File: src/rtl/bus_cycle_ctrl_if.sv
// CPU-side bus cycle bundle between the 6809 interface and bus_cycle_ctrl.
interface bus_cycle_ctrl_if;
    logic        cycle_req;
    logic [15:0] cpu_addr;
    logic        cpu_rw;
    logic [7:0]  cpu_wdata;
    logic [7:0]  bus_rdata;
    logic        usb_ready;
    logic        rom_select;
    logic        ram_select;
    logic        usb_select;
    logic        ram_we_n;
    logic [7:0]  bus_wdata;
    logic [7:0]  cpu_rdata;
    logic        mrdy;
    logic        cycle_done;
    logic        bus_error;

    modport master (
        output cycle_req, cpu_addr, cpu_rw, cpu_wdata, bus_rdata, usb_ready,
        input  rom_select, ram_select, usb_select, ram_we_n, bus_wdata,
               cpu_rdata, mrdy, cycle_done, bus_error
    );

    modport slave (
        input  cycle_req, cpu_addr, cpu_rw, cpu_wdata, bus_rdata, usb_ready,
        output rom_select, ram_select, usb_select, ram_we_n, bus_wdata,
               cpu_rdata, mrdy, cycle_done, bus_error
    );
endinterface

File: src/rtl/bus_cycle_ctrl.sv
// 6809 bus cycle sequencer: region decode, wait states, USB ready hold-off.
// Optional USB ready timeout with sticky bus_error when BUS_TIMEOUT_EN is defined.
module bus_cycle_ctrl #(
    parameter logic [15:0] ROM_BASE = 16'hE000,
    parameter logic [15:0] USB_BASE = 16'hA000,
    parameter logic [15:0] RAM_TOP  = 16'h7FFF,
    parameter int unsigned ROM_WS   = 0,
    parameter int unsigned RAM_WS   = 1,
    parameter int unsigned USB_WS   = 2,
    parameter int unsigned TIMEOUT  = 255
) (
    input  logic             clk,
    input  logic             reset_n,
    bus_cycle_ctrl_if.slave  bus
);
    localparam int unsigned CW = 4;
    localparam logic [CW-1:0] ROM_WS_C = (ROM_WS > 15) ? 4'd15 : CW'(ROM_WS);
    localparam logic [CW-1:0] RAM_WS_C = (RAM_WS > 15) ? 4'd15 : CW'(RAM_WS);
    localparam logic [CW-1:0] USB_WS_C = (USB_WS > 15) ? 4'd15 : CW'(USB_WS);

    typedef enum logic [1:0] {ST_IDLE, ST_ACCESS, ST_DONE} state_t;
    typedef enum logic [1:0] {RG_NONE, RG_ROM, RG_RAM, RG_USB} region_t;

    state_t        state_q, state_d;
    region_t       region_q, region_d, dec_region;
    logic [CW-1:0] cnt_q, cnt_d, dec_ws;
    logic          rw_q, rw_d;
    logic [7:0]    wdata_q, wdata_d, rdata_q, rdata_d;
    logic          rom_q, rom_d, ram_q, ram_d, usb_q, usb_d;
    logic          we_n_q, we_n_d, mrdy_q, mrdy_d, done_q, done_d;
    logic          exit_ok, timed_out;

    // Region decode, ROM > USB > RAM > unmapped
    always_comb begin
        dec_region = RG_NONE;
        dec_ws     = '0;
        if (bus.cpu_addr >= ROM_BASE) begin
            dec_region = RG_ROM;
            dec_ws     = ROM_WS_C;
        end else if (bus.cpu_addr == USB_BASE || bus.cpu_addr == USB_BASE + 16'd1) begin
            dec_region = RG_USB;
            dec_ws     = USB_WS_C;
        end else if (bus.cpu_addr <= RAM_TOP) begin
            dec_region = RG_RAM;
            dec_ws     = RAM_WS_C;
        end
    end

`ifdef BUS_TIMEOUT_EN
    localparam int unsigned TO_C = (TIMEOUT > 255) ? 255 : TIMEOUT;
    localparam logic [7:0]  TO_LAST = (TO_C == 0) ? 8'd0 : 8'(TO_C - 1);
    logic [7:0] to_cnt_q, to_cnt_d;
    logic       err_q, err_d;

    // Ready-wait timer, armed only once the USB wait states have elapsed
    always_comb begin
        to_cnt_d  = to_cnt_q;
        timed_out = 1'b0;
        if (state_q == ST_IDLE) begin
            to_cnt_d = '0;
        end else if (state_q == ST_ACCESS && cnt_q == '0 &&
                     region_q == RG_USB && !bus.usb_ready) begin
            if (to_cnt_q == TO_LAST) timed_out = 1'b1;
            else                     to_cnt_d  = to_cnt_q + 8'd1;
        end
        err_d = err_q | timed_out;
    end

    always_ff @(posedge clk or negedge reset_n) begin
        if (!reset_n) begin
            to_cnt_q <= '0;
            err_q    <= 1'b0;
        end else begin
            to_cnt_q <= to_cnt_d;
            err_q    <= err_d;
        end
    end

    assign bus.bus_error = err_q;
`else
    assign timed_out     = 1'b0;
    assign bus.bus_error = 1'b0;
`endif

    always_comb begin
        state_d  = state_q;
        region_d = region_q;
        cnt_d    = cnt_q;
        rw_d     = rw_q;
        wdata_d  = wdata_q;
        rdata_d  = rdata_q;
        rom_d    = rom_q;
        ram_d    = ram_q;
        usb_d    = usb_q;
        we_n_d   = we_n_q;
        mrdy_d   = mrdy_q;
        done_d   = 1'b0;
        exit_ok  = 1'b0;
        unique case (state_q)
            ST_IDLE: begin
                if (bus.cycle_req) begin
                    state_d  = ST_ACCESS;
                    region_d = dec_region;
                    cnt_d    = dec_ws;
                    rw_d     = bus.cpu_rw;
                    wdata_d  = bus.cpu_wdata;
                    rom_d    = (dec_region == RG_ROM);
                    ram_d    = (dec_region == RG_RAM);
                    usb_d    = (dec_region == RG_USB);
                    we_n_d   = !(dec_region == RG_RAM && !bus.cpu_rw);
                    mrdy_d   = 1'b0;
                end
            end
            ST_ACCESS: begin
                if (cnt_q != '0) cnt_d = cnt_q - 4'd1;
                else exit_ok = (region_q != RG_USB) || bus.usb_ready;
                if (exit_ok || timed_out) begin
                    state_d = ST_DONE;
                    rom_d   = 1'b0;
                    ram_d   = 1'b0;
                    usb_d   = 1'b0;
                    we_n_d  = 1'b1;
                    mrdy_d  = 1'b1;
                    done_d  = 1'b1;
                    if (rw_q)
                        rdata_d = (region_q == RG_NONE || timed_out) ? 8'hFF : bus.bus_rdata;
                end
            end
            ST_DONE: state_d = ST_IDLE;
            default: state_d = ST_IDLE;
        endcase
    end

    always_ff @(posedge clk or negedge reset_n) begin
        if (!reset_n) begin
            state_q  <= ST_IDLE;
            region_q <= RG_NONE;
            cnt_q    <= '0;
            rw_q     <= 1'b1;
            wdata_q  <= '0;
            rdata_q  <= 8'hFF;
            rom_q    <= 1'b0;
            ram_q    <= 1'b0;
            usb_q    <= 1'b0;
            we_n_q   <= 1'b1;
            mrdy_q   <= 1'b1;
            done_q   <= 1'b0;
        end else begin
            state_q  <= state_d;
            region_q <= region_d;
            cnt_q    <= cnt_d;
            rw_q     <= rw_d;
            wdata_q  <= wdata_d;
            rdata_q  <= rdata_d;
            rom_q    <= rom_d;
            ram_q    <= ram_d;
            usb_q    <= usb_d;
            we_n_q   <= we_n_d;
            mrdy_q   <= mrdy_d;
            done_q   <= done_d;
        end
    end

    // mrdy also drops in the accepting cycle so the CPU is stretched immediately
    assign bus.mrdy       = mrdy_q & ~(state_q == ST_IDLE && bus.cycle_req);
    assign bus.rom_select = rom_q;
    assign bus.ram_select = ram_q;
    assign bus.usb_select = usb_q;
    assign bus.ram_we_n   = we_n_q;
    assign bus.bus_wdata  = wdata_q;
    assign bus.cpu_rdata  = rdata_q;
    assign bus.cycle_done = done_q;
endmodule

File: src/flat_wrapper.sv
// flat-port wrapper written by rule: the top's interface ports become plain ports
module bus_cycle_ctrl_flat 
#(
    parameter logic [15:0] ROM_BASE = 16'hE000,
    parameter logic [15:0] USB_BASE = 16'hA000,
    parameter logic [15:0] RAM_TOP  = 16'h7FFF,
    parameter int unsigned ROM_WS   = 0,
    parameter int unsigned RAM_WS   = 1,
    parameter int unsigned USB_WS   = 2,
    parameter int unsigned TIMEOUT  = 255
)
  (clk, reset_n, bus_cycle_req, bus_cpu_addr, bus_cpu_rw, bus_cpu_wdata, bus_bus_rdata, bus_usb_ready, bus_rom_select, bus_ram_select, bus_usb_select, bus_ram_we_n, bus_bus_wdata, bus_cpu_rdata, bus_mrdy, bus_cycle_done, bus_bus_error);
  bus_cycle_ctrl_if bus_i ();
  input  logic clk;
  input  logic reset_n;
  input wire logic [$bits(bus_i.cycle_req)-1:0] bus_cycle_req;
  input wire logic [$bits(bus_i.cpu_addr)-1:0] bus_cpu_addr;
  input wire logic [$bits(bus_i.cpu_rw)-1:0] bus_cpu_rw;
  input wire logic [$bits(bus_i.cpu_wdata)-1:0] bus_cpu_wdata;
  input wire logic [$bits(bus_i.bus_rdata)-1:0] bus_bus_rdata;
  input wire logic [$bits(bus_i.usb_ready)-1:0] bus_usb_ready;
  output wire logic [$bits(bus_i.rom_select)-1:0] bus_rom_select;
  output wire logic [$bits(bus_i.ram_select)-1:0] bus_ram_select;
  output wire logic [$bits(bus_i.usb_select)-1:0] bus_usb_select;
  output wire logic [$bits(bus_i.ram_we_n)-1:0] bus_ram_we_n;
  output wire logic [$bits(bus_i.bus_wdata)-1:0] bus_bus_wdata;
  output wire logic [$bits(bus_i.cpu_rdata)-1:0] bus_cpu_rdata;
  output wire logic [$bits(bus_i.mrdy)-1:0] bus_mrdy;
  output wire logic [$bits(bus_i.cycle_done)-1:0] bus_cycle_done;
  output wire logic [$bits(bus_i.bus_error)-1:0] bus_bus_error;
  assign bus_i.cycle_req = bus_cycle_req;
  assign bus_i.cpu_addr = bus_cpu_addr;
  assign bus_i.cpu_rw = bus_cpu_rw;
  assign bus_i.cpu_wdata = bus_cpu_wdata;
  assign bus_i.bus_rdata = bus_bus_rdata;
  assign bus_i.usb_ready = bus_usb_ready;
  assign bus_rom_select = bus_i.rom_select;
  assign bus_ram_select = bus_i.ram_select;
  assign bus_usb_select = bus_i.usb_select;
  assign bus_ram_we_n = bus_i.ram_we_n;
  assign bus_bus_wdata = bus_i.bus_wdata;
  assign bus_cpu_rdata = bus_i.cpu_rdata;
  assign bus_mrdy = bus_i.mrdy;
  assign bus_cycle_done = bus_i.cycle_done;
  assign bus_bus_error = bus_i.bus_error;
  bus_cycle_ctrl #(.ROM_BASE(ROM_BASE), .USB_BASE(USB_BASE), .RAM_TOP(RAM_TOP), .ROM_WS(ROM_WS), .RAM_WS(RAM_WS), .USB_WS(USB_WS), .TIMEOUT(TIMEOUT)) u_core (.clk(clk), .reset_n(reset_n), .bus(bus_i));
endmodule
File: config.mk
export PLATFORM = sky130hd
export DESIGN_NAME = bus_cycle_ctrl_flat
export DESIGN_NICKNAME = d
export VERILOG_FILES = /design/src/rtl/bus_cycle_ctrl_if.sv /design/src/rtl/bus_cycle_ctrl.sv /design/src/flat_wrapper.sv
export SDC_FILE = /design/constraint.sdc
export NUM_CORES = 1
export LEC_CHECK = 0
export BUFFER_PORTS_ARGS = -buffer_cell sky130_fd_sc_hd__buf_2
export CORE_ASPECT_RATIO = 1.2
export CORE_MARGIN = 3
export CORE_UTILIZATION = 36
export DETAILED_ROUTE_END_ITERATION = 16
export MAX_ROUTING_LAYER = met4
export PLACE_DENSITY_LB_ADDON = 0.25
export SYNTH_ARGS = -nofsm -noshare
export SYNTH_HDL_FRONTEND = slang
export SYNTH_SLANG_ARGS = --single-unit
File: constraint.sdc
create_clock -name clk -period 4.3 [get_ports clk]
set_input_delay 0.86 -clock clk [delete_from_list [all_inputs] [get_ports clk]]
set_output_delay 0.86 -clock clk [all_outputs]
set_load 0.01 [all_outputs]
Yosys cells after proc, flatten, opt, wreduce, memory -nomap -nowiden. Cells that the tools add are included.

Flip-flop bits (word level): 31. Bits in latches: 0. Memory bits (writable): 0. ROM bits: 0. Input bits: 37. Output and inout bits: 23. Logic and storage cells: 71. Memories: 0.

$add $sub $neg: 1. Multiply operators: 0. Div/mod/pow operators: 0. Magnitude comparators: 2. Equality and inequality tests: 10. Shift operators: 0. Muxes and demuxes: 29. Bitwise logic cells: 2. Reduce and logical (&&, ||, !) cells: 15.

Operators with widths (number): equality test 16 bit (second input constant) (2); greater-or-equal comparator 16 bit (second input constant) (1); <= comparator 16 x 15 -> 1 bit (second input constant) (1); two-way mux 4 bit (4); two-way mux 1 bit (12); two-way mux 2 bit (5); one-hot mux 1 bit (2 select lines) (5); AND reduction 3 bit (3); two-way mux 8 bit (1); one-hot mux 4 bit (2 select lines) (1); equality test 2 x 1 -> 1 bit (second input constant) (2); equality test 2 bit (second input constant) (2); logical NOT 2 bit (2); inequality test 2 x 1 -> 1 bit (second input constant) (2); inequality test 2 bit (second input constant) (2); one-hot mux 2 bit (2 select lines) (1); AND reduction 2 bit (2); nonzero test 4 bit (1); subtractor 4 x 1 -> 4 bit (second input constant) (1); logical AND 1 bit (2); logical NOT 1 bit (2); logical OR 1 bit (2); nonzero test 2 bit (1); bitwise AND 1 bit (1); inverter 1 bit (1).

Depth between registers and ports, before layout.
Word-level depth: 9. Mapped depth: 6. Mapped depth without buffers: 6.

Worst setup path after synthesis. No wires, ideal clock.

Path type: input-to-output. From: in bus_cycle_req. To: out bus_mrdy. Arrival: 1.323 ns. Slack: 2.117 ns. Cell stages on the path: 3. Buffers on the path: 0. Cells stage by stage: nand2b_1 nand2b_1 and2_1.

Word-level cells in the longest chain between the ends: 3.

Ends and longest elaborated chain: start, declared (RTL line flat_wrapper.sv:16) `input wire logic [$bits(bus_i.cycle_req)-1:0] bus_cycle_req;`; logical AND 1 bit (RTL line bus_cycle_ctrl.sv:165) `assign bus.mrdy = mrdy_q & ~(state_q == ST_IDLE && bus.cycle_req);`; inverter 1 bit (RTL line bus_cycle_ctrl.sv:165); bitwise AND 1 bit (RTL line bus_cycle_ctrl.sv:165); end, declared (RTL line flat_wrapper.sv:28) `output wire logic [$bits(bus_i.mrdy)-1:0] bus_mrdy;`.

No other way between the ends.

Worst setup path in the final report. Ends and elaborated chain as after synthesis.

==> out/qor.csv <==
metric;value;unit
WL final;3.09;mm
vias per cell;4.59;
IO buf count;57;
# Post-CTS Setup Buffers;0;
CP Data Arrival Time;1890;ps
Crit path largest cell delay;440;ps
synth-to-layout area growth;28.6;%
Synth top area share;34.4;%
Setup Skew;6.76;ps
Internal;0.801;mW
pwr dens;688;nW/um^2
NetSw;0.487;mW
Worst R2R Setup Slack;2410;ps
Register Area;790;sq um
maximum achievable frequency;364;MHz
share of power burned in combinational logic;40.9;%
CTS buffer count;5;
overall power;1.29;mW
die width;64.1;um
CP max-delay cell;nand2b_1;
GR peak layer;met2;
filler instances;383;
Worst-Skew Late Latency;280;ps
Post-Route Utilization;49.9;%
CP delay by family, top;simple AND/OR/NAND/NOR gates;
# rows;24;
Clock Tree Buf Depth;2;
CP max FO;13;
Setup CP Type;input pin to primary output;
critical path capture point type;primary output;
Iter 0 DRT Violations;36;
Routability Congestion;0.743;
worst vdd ir;0.000315;V
Mapped Nets;184;
Top Ports;60;
top-count cell post-synth;nand2_1;
Final Critical Period;2750;ps
Slew @ Worst Pin;943;ps
Yosys cell types;36;
Clock Power Share;16.3;%
Sw Ratio;37.8;%
run status;finished, final reports clean;
number of synthesized flops with an enable pin;0;
CTS tree;done;
Routed Antenna Nets;0;
yosys warns;0;
first-pass GRT wire length;5.17;mm
RSZ-0062 raised after global routing;false;
WP buf/inv;2;
crit path cell chain;buf_2 -> nand2b_1 -> nand2b_1 -> and2_1 -> buf_2;
ANT cells;0;
Die Span Y;75.7;um
met2 Usage GRT;23.1;%
Cell Area, Synth;1460;sq um
DR vias;1188;
drt wl/cell;11.9;um
Worst EP required;3440;ps
Hold WS;468;ps
clock root cell;clkbuf_8;
clock-pin slew on the worst setup and hold paths;60;ps
layout cell share with drive strength beyond 1;38.2;%
Final Hold Viols;0;
fin nets;245;
top_reg_cell synth;dfrtp_1;
total gr overflow;0;
Leakage;1.04;nW
Total Routing Usage GR;14.3;%
Post-synth top cells;28 x nand2_1, 20 x dfrtp_1, 19 x nor2_1;
CTS-repair resized insts;0;
max_cap viols;0;
vias in the first global route;1174;
met3 Resource Use GR;4.42;%
Hold WC Path Type;flop to flop;
asr flop ratio synth;100;%
setup TNS;0;ps
Cells after Synth;145;
sequential share of the synthesized area;54.2;%
Startpoint Class;input pin;
first-pass iteration count of the detailed router;4;
Final period util;63.9;%
Yosys top cell by area;dfrtp_1;
final setup fails;0;
die area;4850;sq um
fin. max-slew vios;0;
H-tree depth;2;
Clock Sinks;31;
multi-input logic area;592;sq um
Synth area leaders;dfrtp_1 34%, dfstp_2 20%, mux2i_1 7.6%;
starting density of the core;38.8;%
power share of the sequential group;42.7;%
antenna violations before repair;0;
Residual DRC;0;
hold buffer count at CTS;0;
Final HPWL DP;2.34;mm
Slew Limit Headroom;36.9;%
core area;3750;sq um
met1 global-route usage;16.7;%
Avg Cell Area, Syn;10.0;sq um
Synth Register Bits;31;
pin count of the biggest net entering global routing;32;
## kinds of logic (layout without fill, tap and decap cells)
logic type,Yosys count,count (layout),share of synthesized area (%)
adders and majority gates,2,2,1.72
buffers and inverters,19,81,5.16
and+or+nand+nor,62,62,20.3
AOI/OAI and AO/OA,18,18,10.1
other,1,1,0.257
muxes,12,12,8.33
DFF,31,31,54.2
## worst reg2reg max path, stage by stage, from the launching register on
cell,delay (ps)
dfrtp_1,410
inv_1,100
ha_1,210
or3b_4,420
a311oi_4,330
nand2_4,170
mux2i_1,190
## cell type report
cell class / instances / share of cell area [%]
Multi-Input combinational cell: 95 / 31.6
Sequential cell: 31 / 42.2
Inverter: 16 / 3.21
Clock inverter: 1 / 0.267
Timing Repair Buffer: 57 / 15.2
Clock buffer: 7 / 4.07
Tap cell: 52 / 3.47
## worst paths after layout
kind                                               from                       to  cells past startpoint
worst max register to register          u_core.cnt_q[0]  u_core.bus.cpu_rdata[6]                      6
worst min register to register  u_core.bus.cpu_rdata[4]  u_core.bus.cpu_rdata[4]                      2
min in group asynchronous                       reset_n    u_core.bus.cycle_done                      1
max in group asynchronous                       reset_n    u_core.bus.rom_select                      1
worst min-delay path            u_core.bus.cpu_rdata[4]  u_core.bus.cpu_rdata[4]                      2
worst max-delay path                      bus_cycle_req                 bus_mrdy                      5
## through the flow
| step | std cells | setup WS, ps | instance area [sq um] |
|---|---|---|---|
| floorplan | 145 | 2120 | 1460 |
| global placement | 251 | 1530 | 1790 |
| detailed placement | 251 | 1540 | 1790 |
| CTS | 259 | 1540 | 1870 |
| global route | 259 | 1460 | 1870 |
| finish | 259 | 1550 | 1870 |
## layer usage
metal | part of all wire [%] | routed length (um) | up-vias
met5 | 0 | 0 | -
met1 | 42 | 1310 | 553
met3 | 5.5 | 169 | 7
met4 | 1.6 | 50 | 0
li1 | - | - | 603
met2 | 51 | 1560 | 25
## placed cells by master (no fill, tap or decap), types with 2 or more instances in the layout
cell type / instances
clkbuf_8: 5
nor4_1: 3
clkbuf_1: 2
nand2b_1: 2
ha_1: 2
mux2i_1: 11
inv_1: 16
a21oi_1: 3
o2bb2ai_1: 2
nor2_1: 19
buf_2: 57
nand2_1: 28
a31oi_1: 3
dfstp_2: 11
dfrtp_1: 20
## state kept, by name, summed over array words and instances (netlist names), 2 cells and up
signal / count
u_core.bus.bus_wdata: 8
u_core.bus.cpu_rdata: 8
u_core.cnt_q: 4
u_core.state_q: 2
u_core.region_q: 2
## power groups by stage
| stage | combinational (mW) | sequential (mW) | clock (mW) |
|---|---|---|---|
| floorplan | 0.319 | 0.586 | 0 |
| global placement | 0.527 | 0.552 | 0 |
| CTS | 0.538 | 0.550 | 0.220 |
| finish | 0.527 | 0.551 | 0.211 |
| detailed placement | 0.535 | 0.555 | 0 |
| global route | 0.601 | 0.570 | 0.233 |
(Power assumes the default switching activity.)
